## src/rtl/uart_pkg.sv

```systemverilog
// Shared UART constants plus the helper that turns a clock/baud pair into a
// fixed-point {integer, fraction} divisor.
package uart_pkg;

  localparam longint CLK       = 50_000_000;
  localparam longint BAUD_RATE = 230_400;
  localparam int     NUM_TICKS = 16;

  // What the generator does on a given enabled/disabled clock edge.
  typedef enum logic [1:0] {
    ACT_HOLD,
    ACT_SYNC,
    ACT_BOUNDARY,
    ACT_COUNT
  } action_t;

  // Rounded clk/(baud*os) with frac_bits fractional bits, packed as {int, frac}.
  function automatic longint baud_div(input longint clk, input longint baud,
                                      input longint os, input int frac_bits);
    longint den;
    den = baud * os;
    return ((clk << frac_bits) + den / 2) / den;
  endfunction

endpackage

```

## src/rtl/frac_acc.sv

```systemverilog
// Fractional phase accumulator: adds frac on each step and latches the carry
// that stretches the following period by one clock.
module frac_acc #(
  parameter int N_FRAC = 4
) (
  input  logic              clock,
  input  logic              reset,
  input  logic              clear,
  input  logic              step,
  input  logic [N_FRAC-1:0] frac,
  output logic              carry
);

  logic [N_FRAC-1:0] acc;
  logic [N_FRAC:0]   sum;
  logic [N_FRAC:0]   look;

  // The carry is looked ahead from the updated accumulator so that it already
  // governs the period that starts at this boundary.
  always_comb begin
    sum  = {1'b0, acc} + {1'b0, frac};
    look = {1'b0, sum[N_FRAC-1:0]} + {1'b0, frac};
  end

  always_ff @(posedge clock) begin
    if (reset || clear) begin
      acc   <= '0;
      carry <= 1'b0;
    end else if (step) begin
      acc   <= sum[N_FRAC-1:0];
      carry <= look[N_FRAC];
    end
  end

endmodule

```

## src/rtl/baud_frac_gen.sv

```systemverilog
// Fractional baud tick generator: one-cycle oversample tick every
// div_int + div_frac/2^N_FRAC clocks on average, bit_tick every OVERSAMPLE ticks.
module baud_frac_gen
  import uart_pkg::*;
#(
  parameter int N_INT      = 16,
  parameter int N_FRAC     = 4,
  parameter int OVERSAMPLE = 16,
  parameter int DEF_INT    = int'(baud_div(CLK, BAUD_RATE, NUM_TICKS, N_FRAC) >> N_FRAC),
  parameter int DEF_FRAC   = int'(baud_div(CLK, BAUD_RATE, NUM_TICKS, N_FRAC) &
                                  ((longint'(1) << N_FRAC) - 1))
) (
  input  logic              clock,
  input  logic              reset,
  input  logic              enable,
  input  logic              sync,
  input  logic [N_INT-1:0]  div_int,
  input  logic [N_FRAC-1:0] div_frac,
  input  logic              div_load,
  output logic              load_pending,
  output logic              tick,
  output logic              bit_tick
);

  localparam int                SUB_W    = $clog2(OVERSAMPLE);
  localparam logic [SUB_W-1:0]  SUB_LAST = SUB_W'(OVERSAMPLE - 1);
  localparam logic [N_INT-1:0]  RST_INT  = N_INT'(DEF_INT);
  localparam logic [N_FRAC-1:0] RST_FRAC = N_FRAC'(DEF_FRAC);
  localparam logic [N_INT:0]    ONE      = (N_INT+1)'(1);

  logic [N_INT:0]    cnt;
  logic [N_INT:0]    eff_int;
  logic [N_INT:0]    period;
  logic [N_INT-1:0]  act_int;
  logic [N_INT-1:0]  pend_int;
  logic [N_FRAC-1:0] act_frac;
  logic [N_FRAC-1:0] pend_frac;
  logic [SUB_W-1:0]  sub;
  logic              carry;
  logic              pending;
  logic              boundary;
  logic              acc_clear;
  action_t           action;

  // cnt is one bit wider than the divisor so a maximal divisor plus carry fits.
  always_comb begin
    eff_int  = (act_int == '0) ? ONE : {1'b0, act_int};
    period   = eff_int + {{N_INT{1'b0}}, carry};
    boundary = enable && (cnt == period - ONE);
  end

  always_comb begin
    action = ACT_COUNT;
    if (sync)
      action = ACT_SYNC;
    else if (!enable)
      action = ACT_HOLD;
    else if (boundary)
      action = ACT_BOUNDARY;
  end

  // Any divisor change restarts the fractional phase.
  always_comb begin
    acc_clear = sync || (div_load && !enable) ||
                (boundary && (div_load || pending));
  end

  frac_acc #(
    .N_FRAC(N_FRAC)
  ) u_frac_acc (
    .clock(clock),
    .reset(reset),
    .clear(acc_clear),
    .step (boundary),
    .frac (act_frac),
    .carry(carry)
  );

  always_ff @(posedge clock) begin
    if (reset) begin
      cnt       <= '0;
      sub       <= '0;
      tick      <= 1'b0;
      bit_tick  <= 1'b0;
      pending   <= 1'b0;
      act_int   <= RST_INT;
      act_frac  <= RST_FRAC;
      pend_int  <= '0;
      pend_frac <= '0;
    end else begin
      tick     <= 1'b0;
      bit_tick <= 1'b0;
      case (action)
        ACT_SYNC: begin
          cnt     <= '0;
          sub     <= '0;
          pending <= 1'b0;
          if (div_load) begin
            act_int  <= div_int;
            act_frac <= div_frac;
          end else if (pending) begin
            act_int  <= pend_int;
            act_frac <= pend_frac;
          end
        end
        ACT_HOLD: begin
          if (div_load) begin
            cnt      <= '0;
            sub      <= '0;
            pending  <= 1'b0;
            act_int  <= div_int;
            act_frac <= div_frac;
          end
        end
        ACT_BOUNDARY: begin
          cnt      <= '0;
          tick     <= 1'b1;
          bit_tick <= (sub == SUB_LAST);
          sub      <= (sub == SUB_LAST) ? '0 : sub + 1'b1;
          pending  <= 1'b0;
          if (div_load) begin
            act_int  <= div_int;
            act_frac <= div_frac;
          end else if (pending) begin
            act_int  <= pend_int;
            act_frac <= pend_frac;
          end
        end
        default: begin
          cnt <= cnt + ONE;
          if (div_load) begin
            pend_int  <= div_int;
            pend_frac <= div_frac;
            pending   <= 1'b1;
          end
        end
      endcase
    end
  end

  assign load_pending = pending;

endmodule
```

## config.mk

```make
export PLATFORM = sky130hd
export DESIGN_NAME = baud_frac_gen
export DESIGN_NICKNAME = d
export VERILOG_FILES = /design/src/rtl/uart_pkg.sv /design/src/rtl/frac_acc.sv /design/src/rtl/baud_frac_gen.sv
export SDC_FILE = /design/constraint.sdc
export NUM_CORES = 1
export LEC_CHECK = 0
export CELL_PAD_IN_SITES_DETAIL_PLACEMENT = 0
export CELL_PAD_IN_SITES_GLOBAL_PLACEMENT = 1
export CORE_MARGIN = 3
export CORE_UTILIZATION = 40
export CTS_CLUSTER_DIAMETER = 30
export DETAILED_ROUTE_END_ITERATION = 12
export PLACE_DENSITY_LB_ADDON = 0.12
export SLEW_MARGIN = 20
export SYNTH_ARGS = -nofsm -noshare
export SYNTH_HDL_FRONTEND = slang
export SYNTH_SLANG_ARGS = --single-unit
```

## constraint.sdc

```tcl
create_clock -name clock -period 4.4 [get_ports clock]
set_clock_uncertainty 0.05 [all_clocks]
set_input_delay 0.88 -clock clock [delete_from_list [all_inputs] [get_ports clock]]
set_output_delay 0.88 -clock clock [all_outputs]
set_load 0.02 [all_outputs]
```

======== Word level (Yosys, flattened, before mapping) ========
Cells that the tools add are included.
cells by class
  add/subtract/negate cells ............... 6
  multipliers ............................. 0
  div/mod/pow operators ................... 0
  $lt $le $gt $ge ......................... 0
  equality and inequality tests ........... 6
  shift-type cells ........................ 0
  muxes and demuxes ....................... 21
  bitwise operators ....................... 2
  reductions and logical operators ........ 20
operators by type and width
  kind                                                   number
  two-way mux 16 bit                                     4
  one-hot mux 17 bit (2 select lines)                    1
  one-hot mux 16 bit (2 select lines)                    1
  two-way mux 4 bit                                      5
  adder 16 x 1 -> 17 bit                                 1
  adder 17 x 1 -> 17 bit, second input constant          1
  equality test 17 bit                                   1
  two-way mux 17 bit                                     1
  subtractor 17 x 1 -> 17 bit, second input constant     1
  zero test 16 bit                                       1
  one-hot mux 4 bit (3 select lines)                     1
  one-hot mux 4 bit (2 select lines)                     1
  AND reduction 2 bit                                    3
  adder 4 x 4 -> 5 bit                                   1
  adder 4 x 1 -> 4 bit, second input constant            1
  adder 4 bit                                            1
  equality test 4 bit, second input constant             1
  logical OR 1 bit                                       4
  two-way mux 1 bit                                      4
  two-way mux 2 bit                                      2
  nonzero test 2 bit                                     2
  OR reduction 2 bit                                     2
  logical AND 1 bit                                      3
  inequality test 3 x 1 -> 1 bit, second input constant  1
  other kinds (10)                                       11
word-level totals
  bits in registers ....................... 69
  bits in latches ......................... 0
  bits in writable memories ............... 0
  ROM bits ................................ 0
  input bits .............................. 25
  output and inout bits ................... 3
  logic and storage cells ................. 66
  memories kept ........................... 0

======== Longest topological paths before layout ========
  depth in word-level cells ............... 13
  depth in mapped cells ................... 19
  mapped depth without buffers ............ 18

======== By module ========
A second synthesis with hierarchy kept.
second synthesis, totals
  cells, all modules ...................... 441
  area, all modules ....................... 3761.1 µm²
by module, submodules not included
  module         times used  cells each  area each (µm²)  sequential area each (µm²)
  baud_frac_gen  1           400         3365.7           1281.2
  frac_acc       1           41          395.4            100.1

======== Worst setup path before layout ========
OpenSTA, ideal clock, no wires.
  kind .................................... reg-to-reg
  start point ............................. register act_int[4]
  end point ............................... register act_int[2]
  library setup time ...................... 120 ps
  data arrival time ....................... 4155 ps
  data required time ...................... 4230 ps
  setup slack ............................. 75 ps
  cell stages (with the launch flop) ...... 20
  path buffers ............................ 2
  clock period less this slack ............ 4325 ps
  cell sequence ........................... dfxtp_1 > buf_2 > nor4_4 > nand4b_1 > nor2_1 > a21oi_1 > ha_1 > ha_1 > and2b_1 > o31a_1 > a211oi_1 > and4_2 > nand4_1 > a21o_1 > ha_1 > nand2b_1 > clkbuf_1 > mux2i_1 > nor2_1 > a211o_2
between the ends
  cells in the longest elaborated chain, start to end .. 13
  elaborated cells between the ends (all ways) .. 18
  classes of those cells .................. add/sub: 2; eq/ne: 5; mux: 5; reduce/logical: 6
ends and longest elaborated chain
  what                                                                                          line                  text
  start: declaration                                                                            baud_frac_gen.sv:34   logic [N_INT-1:0] act_int;
  start signal: assignment                                                                      baud_frac_gen.sv:99   act_int <= div_int;
  start signal: assignment                                                                      baud_frac_gen.sv:102  act_int <= pend_int;
  start signal: assignment                                                                      baud_frac_gen.sv:111  act_int <= div_int;
  zero test 16 bit                                                                              baud_frac_gen.sv:47   eff_int = (act_int == '0) ? ONE : {1'b0, act_int};
  two-way mux 16 bit (*)                                                                        baud_frac_gen.sv:47
  adder 16 x 1 -> 17 bit (*)                                                                    baud_frac_gen.sv:48   period = eff_int + {{N_INT{1'b0}}, carry};
  subtractor 17 x 1 -> 17 bit (*)                                                               baud_frac_gen.sv:49   boundary = enable && (cnt == period - ONE);
  equality test 17 bit (*)                                                                      baud_frac_gen.sv:49
  logical AND 1 bit (*)                                                                         baud_frac_gen.sv:49
  two-way mux 1 bit (*)                                                                         baud_frac_gen.sv:58   else if (boundary)
  two-way mux 2 bit (*)                                                                         baud_frac_gen.sv:56   else if (!enable)
  two-way mux 2 bit (*)                                                                         baud_frac_gen.sv:54   if (sync)
  equality test 2 bit / equality test 2 x 1 -> 1 bit (equally long branches)                    baud_frac_gen.sv:93   case (action)
  OR reduction 2 bit (no source line)                                                           --
  inequality test 3 x 1 -> 1 bit (no source line) / nonzero test 2 bit (equally long branches)  --
  AND reduction 3 bit (no source line)                                                          --
Every way passes the cells marked *; elsewhere a longest branch is shown, timed or not.
A chain may end at the register's enable or synchronous reset.

======== Final worst setup path ========
  start point ............................. register act_int[8]
  end point ............................... register act_int[3]
The elaborated chain is that of the path after synthesis.

==> results.ini <==
[critical_path]
r2r_cells = 18
crit_chain = nor4_4, nand4b_1, nor2_1, a21oi_1, ha_1, ha_1, and2b_1, o31a_1, a211oi_2, and4_2, nand4_1, a21o_1, ha_1, nand2b_4, buf_12, mux2i_1, nor2_1, a211o_1
cp-startpoint = act_int[8]$_SDFFE_PP0P_
critical_path.top_delay_family = simple AND/OR/NAND/NOR gates
crit_top_cell = ha_1
cpPeakStageDelay_ns = 0.36
required_ns = 4.60
rr_endpoint = act_int[3]$_SDFFE_PP1P_
end_kind = register
path_buf_inv = 1
cp-start-kind = register
arrival_ns = 4.34
cp_slowest_cell = ha_1
critical_path.max_fanout = 10
r2r_start = act_int[8]$_SDFFE_PP0P_
reg2reg_slack_ns = 0.26
path_class = reg -> reg

[floorplanning]
pin_count = 28
core_um2 = 8890
die_y_um = 103
start_util_pct = 42.0
dieWidth_um = 103
rows = 34
die-area_um2 = 10500

[finish]
diodes = 0
fin_cells = 588
final_area_um2 = 4460
nets = 514
drive_gt1_share_pct = 11.5
area_delta_synth_final_pct = 19.5

[grt]
grt_pass1_wl_mm = 14.4
antenna_found_initial = 0
grt-ovfl-total = 0
grt_max_degree = 48
grt_pass1_vias = 2900
grt.total_usage_pct = 17.7

[worst_hold_path]
hold_start = pend_int[5]$_SDFFE_PP0P_
hold_path_depth = 2
holdPathEnd = pend_int[5]$_SDFFE_PP0P_
holdCritPathClass = reg -> reg

[timing]
maxSlewViolCount = 0
final.period_utilization_pct = 94.2
rsz0062_at_grt = false
layout_min_cycle_time_ns = 4.14
tightestPinTransition_ns = 0.892
max-slew-margin-rel_pct = 40.0
hold_slack_ns = 0.406
finalHoldViolCount = 0
setup_viol = 0
max_freq_mhz = 241
setup_ws_ns = 0.256

[logic_synthesis]
async_flop_share_pct = 0
synth_cells = 437
synth_cell_types = 54
synth_edf_count = 0
synth_seq_area_share_pct = 37.0
syn-cell-area_um2 = 3730
synth_nets = 476
ys.flop_type = dfxtp_1
avgSynthCellArea_um2 = 8.54
ys_seq_elements = 69
yosysWarnings = 0

[power]
seqPwrFrac_pct = 46.9
combPwrFrac_pct = 20.5
p_int_mw = 1.02
switchingPower_mw = 0.425
finalPower_mw = 1.44
ir_drop_mv = 0.195
swShare_pct = 29.5
power_density_nw_per_um2 = 323
p_leak_nw = 1.77
power_frac_clock_pct = 32.6

[place]
gp_congestion = 0.808
dp_hpwl_mm = 6.39
placedCellCount = 570
io_buffers = 27
place_area_um2 = 4230
dp_slack_ns = -0.0649

[detailed_routing]
routedWlPerCell_um = 14.8
ant_nets = 0
drc = 0
dr_total_vias = 3075
finalWirelength_mm = 8.72
drtIter0Drc = 99
via_per_inst = 5.23
drtPass1Iterations = 4

[status]
status = completed

[cts]
cts_hold_buf = 0
clk_pin_slew_ns = 0.08
htree_levels = 3
numCtsBuffers = 9
clock_latency_ns = 0.36
cts.sinks = 69
cts_root_buffer = clkbuf_8
clockBufferDepth = 2
cts_tree = done

[run]
drv_cap = 0

[cell families after synthesis]
kind of cell | Yosys count | synth area share (%)
AO/OA/AOI/OAI | 76 | 13.3
XOR/XNOR | 36 | 8.82
adder cells (fa/ha/maj) | 14 | 4.89
buffers and inverters | 34 | 3.92
flip-flops | 69 | 37.0
multiplexers | 27 | 7.24
AND/OR/NAND/NOR | 181 | 24.8
[flip-flops by register name, indices dropped and copies added (netlist names)]
signal,flops
bit_tick,1
cnt,17
pend_frac,4
act_frac,4
act_int,16
sub,4
tick,1
load_pending,1
pend_int,16
u_frac_acc.acc,4
u_frac_acc.carry,1
[cells in the mapped netlist (3+ instances only)]
| library cell | number | area share, % |
|---|---|---|
| a211oi_1 | 17 | 3.4 |
| inv_1 | 9 | 0.91 |
| a211o_1 | 4 | 0.94 |
| nor4_1 | 5 | 0.84 |
| mux2i_1 | 27 | 7.2 |
| a21oi_1 | 32 | 4.3 |
| clkbuf_1 | 19 | 1.9 |
| nand4b_1 | 4 | 0.94 |
| nor2_1 | 49 | 4.9 |
| nor2b_1 | 4 | 0.67 |
| o21ai_0 | 6 | 0.80 |
| buf_2 | 3 | 0.40 |
| nand4_1 | 10 | 1.7 |
| dfxtp_1 | 69 | 37 |
| xnor2_1 | 12 | 2.8 |
| a21o_1 | 4 | 0.80 |
| xor2_1 | 23 | 5.4 |
| nand2_1 | 62 | 6.2 |
| nor3_1 | 3 | 0.40 |
| nand3_1 | 11 | 1.5 |
| nand2b_1 | 9 | 1.5 |
| ha_1 | 13 | 4.4 |
| and3_1 | 3 | 0.50 |
| nor3b_1 | 4 | 0.80 |
[cell usage in the layout, fill, tap and decap left out, types with 11 or more instances in the layout]
cell type / Yosys / final
dfxtp_1: 69 / 69
nand2_1: 62 / 62
nor2_1: 49 / 49
a21oi_1: 32 / 31
mux2i_1: 27 / 27
clkdlybuf4s50_1: 0 / 27
xor2_1: 23 / 23
buf_4: 0 / 22
a211oi_1: 17 / 16
ha_1: 13 / 13
xnor2_1: 12 / 12
nand3_1: 11 / 11
[area by class of cell]
| cell class | instances | area, um2 |
|---|---|---|
| clock buffer | 11 | 141 |
| multi-input combinational | 334 | 2230 |
| clock inverter | 5 | 36.3 |
| timing repair buffer | 52 | 500 |
| fill | 871 | 4430 |
| sequential | 69 | 1380 |
| inverter | 9 | 33.8 |
| tap | 108 | 135 |
[metrics by stage]
stage,setup TNS (ns),utilization (%)
4_1_cts,0,49.7
3_5_place_dp,-0.274,47.5
6_report,0,50.2
3_3_place_gp,0,47.5
2_1_floorplan,0,-
5_1_grt,0,50.2
[how the worst max path moves through the flow]
| stage | end | slack (ns) | depth (start not counted) |
|---|---|---|---|
| after floorplan | act_int[2]$_SDFFE_PP1P_ | 0.07 | 19 |
| after global placement | act_int[2]$_SDFFE_PP1P_ | 0.13 | 18 |
| after detailed placement | act_frac[0]$_SDFFE_PP1P_ | -0.06 | 18 |
| after CTS | act_frac[0]$_SDFFE_PP1P_ | 0.11 | 18 |
| after global routing | act_int[2]$_SDFFE_PP1P_ | 0.02 | 18 |
| final | act_int[3]$_SDFFE_PP1P_ | 0.26 | 18 |
[power by group through the flow]
stage / sequential, mW / combinational, mW / clock (mW)
floorplan: 0.689 / 0.180 / 0
global placement: 0.690 / 0.281 / 0
finish: 0.676 / 0.296 / 0.471
detailed placement: 0.691 / 0.284 / 0
global route: 0.680 / 0.330 / 0.511
CTS: 0.676 / 0.289 / 0.490
[tightest hold or removal path, cell delays in order (launching register included)]
cell	delay (ns)
dfxtp_1	0.31
nand2_1	0.05
a21oi_1	0.05
[layer usage]
layer | GRT usage, % | up-vias | share of wire (%) | routed length, um
li1 | - | 1607 | - | -
met1 | 24.7 | 1417 | 51 | 4440
met4 | 4.44 | 0 | 1.1 | 99
met5 | 0 | - | 0 | 0
met3 | 5.62 | 10 | 4.1 | 359
met2 | 26.5 | 41 | 44 | 3820
[repair_timing]
item                       in CTS  in global routing
gates resized for setup         1                  3
setup buffers                   1                  0
pin swaps                       1                  0
gates cloned                    0                  1
setup endpoints to repair       5                  9
(Power assumes the default switching activity.)
